<file path="config.mk">
export PLATFORM = sky130hd
export DESIGN_NAME = fft_frame_loader_flat
export DESIGN_NICKNAME = d
export VERILOG_FILES = /design/src/rtl/fft_frame_loader_if.sv /design/src/rtl/fft_frame_loader.sv /design/src/flat_wrapper.sv
export SDC_FILE = /design/constraint.sdc
export NUM_CORES = 1
export LEC_CHECK = 0
export CAP_MARGIN = 20
export CELL_PAD_IN_SITES_DETAIL_PLACEMENT = 1
export CELL_PAD_IN_SITES_GLOBAL_PLACEMENT = 1
export CORE_MARGIN = 4
export CORE_UTILIZATION = 48
export DETAILED_ROUTE_END_ITERATION = 8
export GPL_TIMING_DRIVEN = 0
export PLACE_DENSITY_LB_ADDON = 0.1
export SYNTH_ARGS = -nofsm -noshare
export SYNTH_HDL_FRONTEND = slang
export SYNTH_SLANG_ARGS = --single-unit
</file>
<file path="constraint.sdc">
create_clock -name clk -period 8.5 [get_ports clk]
set_clock_uncertainty 0.1 [all_clocks]
set_input_delay 1.7 -clock clk [delete_from_list [all_inputs] [get_ports clk]]
set_output_delay 1.7 -clock clk [all_outputs]
set_load 0.02 [all_outputs]
</file>
<file path="src/rtl/fft_frame_loader_if.sv">
// ---------------------------------------------------------------------------
// fft_frame_loader_if
//   Bundles the sample-stream handshake and the parallel FFT-side frame bus
//   used by fft_frame_loader.
//
//   Stream side : in_valid / in_ready / in_real / in_imag / in_last
//   FFT side    : fft_start, fft_x_real[0:N_PTS-1], fft_x_imag[0:N_PTS-1],
//                 fft_done
//
//   modport slave  : the loader (consumes the stream, drives the FFT bus)
//   modport master : the environment (produces the stream, models the FFT)
// ---------------------------------------------------------------------------
interface fft_frame_loader_if #(
  parameter int DATA_W = 8,
  parameter int N_PTS  = 8
);
  logic                     in_valid;
  logic                     in_ready;
  logic signed [DATA_W-1:0] in_real;
  logic signed [DATA_W-1:0] in_imag;
  logic                     in_last;

  logic                     fft_start;
  logic signed [DATA_W-1:0] fft_x_real [0:N_PTS-1];
  logic signed [DATA_W-1:0] fft_x_imag [0:N_PTS-1];
  logic                     fft_done;

  modport slave (
    input  in_valid, in_real, in_imag, in_last, fft_done,
    output in_ready, fft_start, fft_x_real, fft_x_imag
  );

  modport master (
    output in_valid, in_real, in_imag, in_last, fft_done,
    input  in_ready, fft_start, fft_x_real, fft_x_imag
  );
endinterface

</file>
<file path="src/rtl/fft_frame_loader.sv">
// ---------------------------------------------------------------------------
// fft_frame_loader
//   Assembles a serial stream of complex samples into N_PTS-sample frames in
//   two ping-pong banks and hands each complete frame to the FFT core in
//   parallel. One bank fills while the other is being transformed.
//
// Ports
//   clk              : clock
//   rst_n            : asynchronous active-low reset
//   bus (slave)      : stream handshake in, parallel frame + start/done out
//   i_err_clr        : clears the sticky short-frame flag
//   o_frame_err      : sticky flag, set when in_last ends a frame early
//   o_frames_issued  : frames completed by the FFT (wraps at 16 bits)
// ---------------------------------------------------------------------------
module fft_frame_loader #(
  parameter int DATA_W = 8,
  parameter int N_PTS  = 8
) (
  input  logic                  clk,
  input  logic                  rst_n,
  fft_frame_loader_if.slave     bus,
  input  logic                  i_err_clr,
  output logic                  o_frame_err,
  output logic [15:0]           o_frames_issued
);

  localparam int                IDX_W    = (N_PTS > 1) ? $clog2(N_PTS) : 1;
  localparam logic [IDX_W-1:0]  LAST_IDX = IDX_W'(N_PTS - 1);

  typedef enum logic [1:0] {
    S_IDLE,
    S_START,
    S_WAIT
  } state_t;

  // Write-side control
  logic              r_wb;
  logic [IDX_W-1:0]  r_idx;
  logic [1:0]        r_full;
  logic              r_frame_err;

  // Read-side control
  state_t            r_state;
  state_t            w_state_nxt;
  logic              r_rb;
  logic [15:0]       r_frames_issued;

  // Ping-pong sample storage (data only, never reset)
  logic signed [DATA_W-1:0] r_bank_re [0:1][0:N_PTS-1];
  logic signed [DATA_W-1:0] r_bank_im [0:1][0:N_PTS-1];

  logic              w_in_ready;
  logic              w_accept;
  logic              w_frame_end;
  logic              w_short;
  logic              w_release;
  logic              w_start;
  logic              w_rd_vis;
  logic [1:0]        w_full_set;
  logic [1:0]        w_full_clr;

  assign w_in_ready  = !r_full[r_wb];
  assign w_accept    = bus.in_valid && w_in_ready;
  // in_last on the final index is a normal completion, not a short frame.
  assign w_frame_end = w_accept && (r_idx == LAST_IDX);
  assign w_short     = w_accept && bus.in_last && (r_idx != LAST_IDX);

  // Fill and release always hit different banks, so both masks can apply
  // on the same edge.
  assign w_full_set  = w_frame_end ? (2'b01 << r_wb) : 2'b00;
  assign w_full_clr  = w_release   ? (2'b01 << r_rb) : 2'b00;

  // --- write side: bank pointer, sample index, full flags, error flag ---
  always_ff @(posedge clk or negedge rst_n) begin
    if (!rst_n) begin
      r_wb        <= 1'b0;
      r_idx       <= '0;
      r_full      <= 2'b00;
      r_frame_err <= 1'b0;
    end else begin
      r_full <= (r_full | w_full_set) & ~w_full_clr;
      if (w_accept) begin
        if (w_frame_end || w_short) begin
          r_idx <= '0;
        end else begin
          r_idx <= r_idx + 1'b1;
        end
      end
      if (w_frame_end) begin
        r_wb <= ~r_wb;
      end
      // Setting takes priority over clearing.
      if (w_short) begin
        r_frame_err <= 1'b1;
      end else if (i_err_clr) begin
        r_frame_err <= 1'b0;
      end
    end
  end

  // --- sample storage: written verbatim at the current write slot ---
  always_ff @(posedge clk) begin
    if (w_accept) begin
      r_bank_re[r_wb][r_idx] <= bus.in_real;
      r_bank_im[r_wb][r_idx] <= bus.in_imag;
    end
  end

  // --- read side: issue FSM state, read pointer, issued-frame counter ---
  always_ff @(posedge clk or negedge rst_n) begin
    if (!rst_n) begin
      r_state         <= S_IDLE;
      r_rb            <= 1'b0;
      r_frames_issued <= 16'd0;
    end else begin
      r_state <= w_state_nxt;
      if (w_release) begin
        r_rb            <= ~r_rb;
        r_frames_issued <= r_frames_issued + 16'd1;
      end
    end
  end

  // Done is only honoured in S_WAIT; a pulse in S_IDLE or S_START is dropped.
  always_comb begin
    w_state_nxt = r_state;
    w_start     = 1'b0;
    w_release   = 1'b0;
    case (r_state)
      S_IDLE: begin
        if (r_full[r_rb]) begin
          w_state_nxt = S_START;
        end
      end
      S_START: begin
        w_start     = 1'b1;
        w_state_nxt = S_WAIT;
      end
      S_WAIT: begin
        if (bus.fft_done) begin
          w_release   = 1'b1;
          w_state_nxt = S_IDLE;
        end
      end
      default: begin
        w_state_nxt = S_IDLE;
      end
    endcase
  end

  // The frame bus shows bank[rb] while that bank holds a complete frame,
  // which covers the whole S_START..S_WAIT window; otherwise it reads zero,
  // so after reset the bus is clean without clearing the storage itself.
  assign w_rd_vis = r_full[r_rb];

  always_comb begin
    for (int i = 0; i < N_PTS; i++) begin
      bus.fft_x_real[i] = w_rd_vis ? r_bank_re[r_rb][i] : '0;
      bus.fft_x_imag[i] = w_rd_vis ? r_bank_im[r_rb][i] : '0;
    end
  end

  assign bus.in_ready     = w_in_ready;
  assign bus.fft_start    = w_start;
  assign o_frame_err      = r_frame_err;
  assign o_frames_issued  = r_frames_issued;

endmodule

</file>
<file path="src/flat_wrapper.sv">
// flat-port wrapper written by rule: the top's interface ports become plain ports
module fft_frame_loader_flat 
#(
  parameter int DATA_W = 8,
  parameter int N_PTS  = 8
)
  (clk, rst_n, i_err_clr, o_frame_err, o_frames_issued, bus_in_valid, bus_in_real, bus_in_imag, bus_in_last, bus_fft_done, bus_in_ready, bus_fft_start, bus_fft_x_real, bus_fft_x_imag);
  fft_frame_loader_if #(.DATA_W(DATA_W), .N_PTS(N_PTS)) bus_i ();
  input  logic clk;
  input  logic rst_n;
  input  logic i_err_clr;
  output logic o_frame_err;
  output logic [15:0] o_frames_issued;
  input wire logic [$bits(bus_i.in_valid)-1:0] bus_in_valid;
  input wire logic [$bits(bus_i.in_real)-1:0] bus_in_real;
  input wire logic [$bits(bus_i.in_imag)-1:0] bus_in_imag;
  input wire logic [$bits(bus_i.in_last)-1:0] bus_in_last;
  input wire logic [$bits(bus_i.fft_done)-1:0] bus_fft_done;
  output wire logic [$bits(bus_i.in_ready)-1:0] bus_in_ready;
  output wire logic [$bits(bus_i.fft_start)-1:0] bus_fft_start;
  output wire logic [$bits(bus_i.fft_x_real)-1:0] bus_fft_x_real;
  output wire logic [$bits(bus_i.fft_x_imag)-1:0] bus_fft_x_imag;
  assign bus_i.in_valid = bus_in_valid;
  assign bus_i.in_real = bus_in_real;
  assign bus_i.in_imag = bus_in_imag;
  assign bus_i.in_last = bus_in_last;
  assign bus_i.fft_done = bus_fft_done;
  assign bus_in_ready = bus_i.in_ready;
  assign bus_fft_start = bus_i.fft_start;
  assign bus_fft_x_real = {>>{bus_i.fft_x_real}};
  assign bus_fft_x_imag = {>>{bus_i.fft_x_imag}};
  fft_frame_loader #(.DATA_W(DATA_W), .N_PTS(N_PTS)) u_core (.clk(clk), .rst_n(rst_n), .bus(bus_i), .i_err_clr(i_err_clr), .o_frame_err(o_frame_err), .o_frames_issued(o_frames_issued));
endmodule
</file>
==> metrics.txt <==
status=completed; FFs w/ async S/R, synth=9.22%; CP most frequent cell=buf_2; Routability Congestion=about 0.79; # DRC=0; net load switching power=1.04 mW; number of flops mapped to enable cells by yosys=about 260; Port Buffers=approximately 170; Final Core Density=approximately 64%; fraction of layout cells with a size suffix above 1=between 10% and 20%; buffer depth of the longest clock path=3; Layout fillers=2010; IO Pins=169; Netlist cell types=38; Iter 0 DRT Violations=roughly 480; switching part of the total=roughly 27%; maxcap violations=0; # Post-CTS Setup Buffers=0; Worst Path Max Fanout=10; post-DP HPWL=between 15000 and 20000 um; Core ar.=~0.022 mm2; vias in the first global route=7116; Arr. time, crit path=2.82 ns; total power=roughly 3.8 mW; Overall Global Routing Usage=22.2%; worst path cell trace=buf_2 -> mux2i_1 -> buf_2 -> buf_2 -> nor2_1 -> clkdlybuf4s50_1; combinational power share=between 20 and 25%; period utilization=~54%; final wirelength=28200 um; Die Span Y=between 150 and 200 um; Setup-failing EPs final=0; yosys warns=0; nets=~910; Post-Syn Nets=690; sequential element share of the synthesized area=76.4%; Post-synth top flop=edfxtp_1; Detail Route Antenna Nets=0; slew at the pin closest to its max-slew limit=approximately 1.0 ns; largest net degree at the start of global routing=19; total die area=~0.025 mm2; Layout area overhead=29.7%; final setup TNS=0 ns; Seq pwr share=42.9%; clk slew on worst S/H paths=roughly 0.06 ns; count of pins over their slew limit=0; later-pin clock latency in the skew report=approximately 0.54 ns; DRT Pass-1 Iters=5; max frequency=217 MHz; unrepaired setup endpoints after global routing=false; Buf+Inv Stages, Crit Path=4; Synth Cell Area=0.0109 mm2; total grt overflow=0; CTS tree=built; Final Hold Fails=0; total CTS buffers=29; Die X=roughly 160 um; WL/cell=between 20 and 25 um; Syn Area/Cell=approximately 16 um2; CP max stage delay=0.57 ns; leakage=about 5 nW; Rows=between 50 and 60; number of synthesized register bits=between 200 and 300; Max VDD drop=0.000146 V; HP Class=flop to flop; # diodes=0; Pwr Density=268 mW/mm2; Clock Root Buffer=clkbuf_16; first-pass GRT wire length=43100 um; initial antenna violation count=0; min cycle time layout=4.62 ns; CTS HTree Levels=1; crit end category=primary output; delay-heaviest family, CP=buffers and inverters; Post-Synthesis Cells=about 670; Gates resized, CTS repair=0; Vias/cell=5.38; vias=6371; clock sink total=about 280; count of hold buffers inserted by post-cts repair=0; critical path type=flop to primary output; Starting Density=49.4%; CP max-delay cell=clkdlybuf4s50_1; Worst Path Required=6.70 ns; Internal Pwr Total=between 2 and 3 mW; startpoint types=flop; Worst slew margin=between 30% and 40%; clock share of power=between 30% and 40%
==> power by group through the flow <==
stage	Combinational, mW	Clock [mW]	Sequential [mW]
floorplan	0.525	0	1.65
global placement	0.797	0	1.65
detailed placement	0.842	0	1.66
CTS	0.854	1.34	1.63
global route	0.902	1.41	1.64
finish	0.846	1.32	1.63
==> layout by cell type, fill, tap and decap left out, types with 5 or more instances in the layout <==
cell,Yosys,routed
dfrtp_1,26,26
mux2i_1,129,129
clkbuf_1,3,11
clkdlybuf4s50_1,0,168
buf_4,1,13
nand2_1,12,12
clkbuf_16,0,29
buf_6,2,9
xnor2_1,12,12
nor2_1,143,143
nand4_1,6,6
bufinv_16,0,6
buf_2,27,27
nand3_1,5,5
xor2_1,5,5
clkinv_2,0,5
edfxtp_1,256,256
==> routing by layer <==
metal / vias up / global-route usage [%] / share of wire [%]
li1: 2887 / - / -
met1: 3244 / 28.6 / 41
met2: 195 / 40.1 / 53
met3: 45 / 3.21 / 4.2
met4: 0 / 5.33 / 2.1
met5: - / 0 / 0
==> synthesized netlist by cell type (all sizes together) (3+ instances only) <==
library cell | n | share of area, %
nor2 | 143 | 4.9
buf | 30 | 1.5
ha | 3 | 0.34
nand2 | 13 | 0.47
mux2i | 130 | 12
clkbuf | 3 | 0.10
nand4 | 6 | 0.34
nor4 | 5 | 0.34
xnor2 | 12 | 0.96
edfxtp | 256 | 70
nor3 | 3 | 0.24
dfrtp | 26 | 6.0
nand3 | 5 | 0.23
xor2 | 5 | 0.40
nand3b | 3 | 0.21
==> kinds of logic after synthesis <==
group	count (synthesis)	synth area share, %
AO/OA/AOI/OAI	7	0.424
buffers and inverters	35	1.68
adder cells (fa/ha/maj)	3	0.344
AND/OR/NAND/NOR	191	7.79
flip-flops	282	76.4
XOR/XNOR	17	1.36
multiplexers	130	12.0
==> sequential cells by signal (all words and copies together), names as in the netlist <==
register and flops:
u_core.r_wb 1, u_core.r_bank_re 128, u_core.r_idx 3, u_core.r_state 2, u_core.o_frames_issued 16, u_core.o_frame_err 1, u_core.r_bank_im 128, u_core.r_rb 1
u_core.r_full 2
==> worst register-to-register path, delay by kind of cell (launching register included) <==
family / cells / cell delay, ns
buffers and inverters: 2 / 0.46
and+or+nand+nor: 3 / 1.30
DFF: 1 / 0.35
muxes: 1 / 0.28
==> final cells by class <==
class	instances	area, um2	share of cell area (%)
inverter	2	7.51	0.0530
buffer	33	176	1.25
multi-input combinational	348	2420	17.1
tap	280	350	2.47
timing repair buffer	188	1880	13.3
clock buffer	37	756	5.34
sequential	282	8340	58.9
clock inverter	15	229	1.62
==> metrics by stage <==
stage | hold slack (ns) | worst slack, ns | cells | cell area, um2
final | 0.381 | 3.88 | 1185 | 14200
after global routing | 0.421 | 3.76 | 1185 | 14200
after CTS | 0.390 | 3.85 | 1183 | 14100
after detailed placement | 0.379 | 4.28 | 1131 | 13200
after global placement | 0.361 | 2.90 | 1113 | 13000
after floorplan | 0.379 | 4.46 | 665 | 10900
==> final timing paths <==
path | from | cells after the start | endpoint | slack (ns)
worst min register to register | u_core.o_frames_issued[15]$_DFFE_PN0P_ | 1 | u_core.o_frames_issued[15]$_DFFE_PN0P_ | 0.38
worst max-delay path | u_core.r_rb$_DFFE_PN0P_ | 6 | bus_fft_x_real[25] | 3.88
max in group asynchronous | rst_n | 2 | u_core.o_frames_issued[8]$_DFFE_PN0P_ | 6.38
min in group asynchronous | rst_n | 1 | u_core.r_idx[2]$_DFFE_PN0P_ | 1.43
worst min-delay path | u_core.o_frames_issued[15]$_DFFE_PN0P_ | 1 | u_core.o_frames_issued[15]$_DFFE_PN0P_ | 0.38
worst max register to register | u_core.r_wb$_DFFE_PN0N_ | 6 | u_core.r_bank_im[1][52]$_DFFE_PP_ | 5.72
Power figures use the tool's default switching activity.
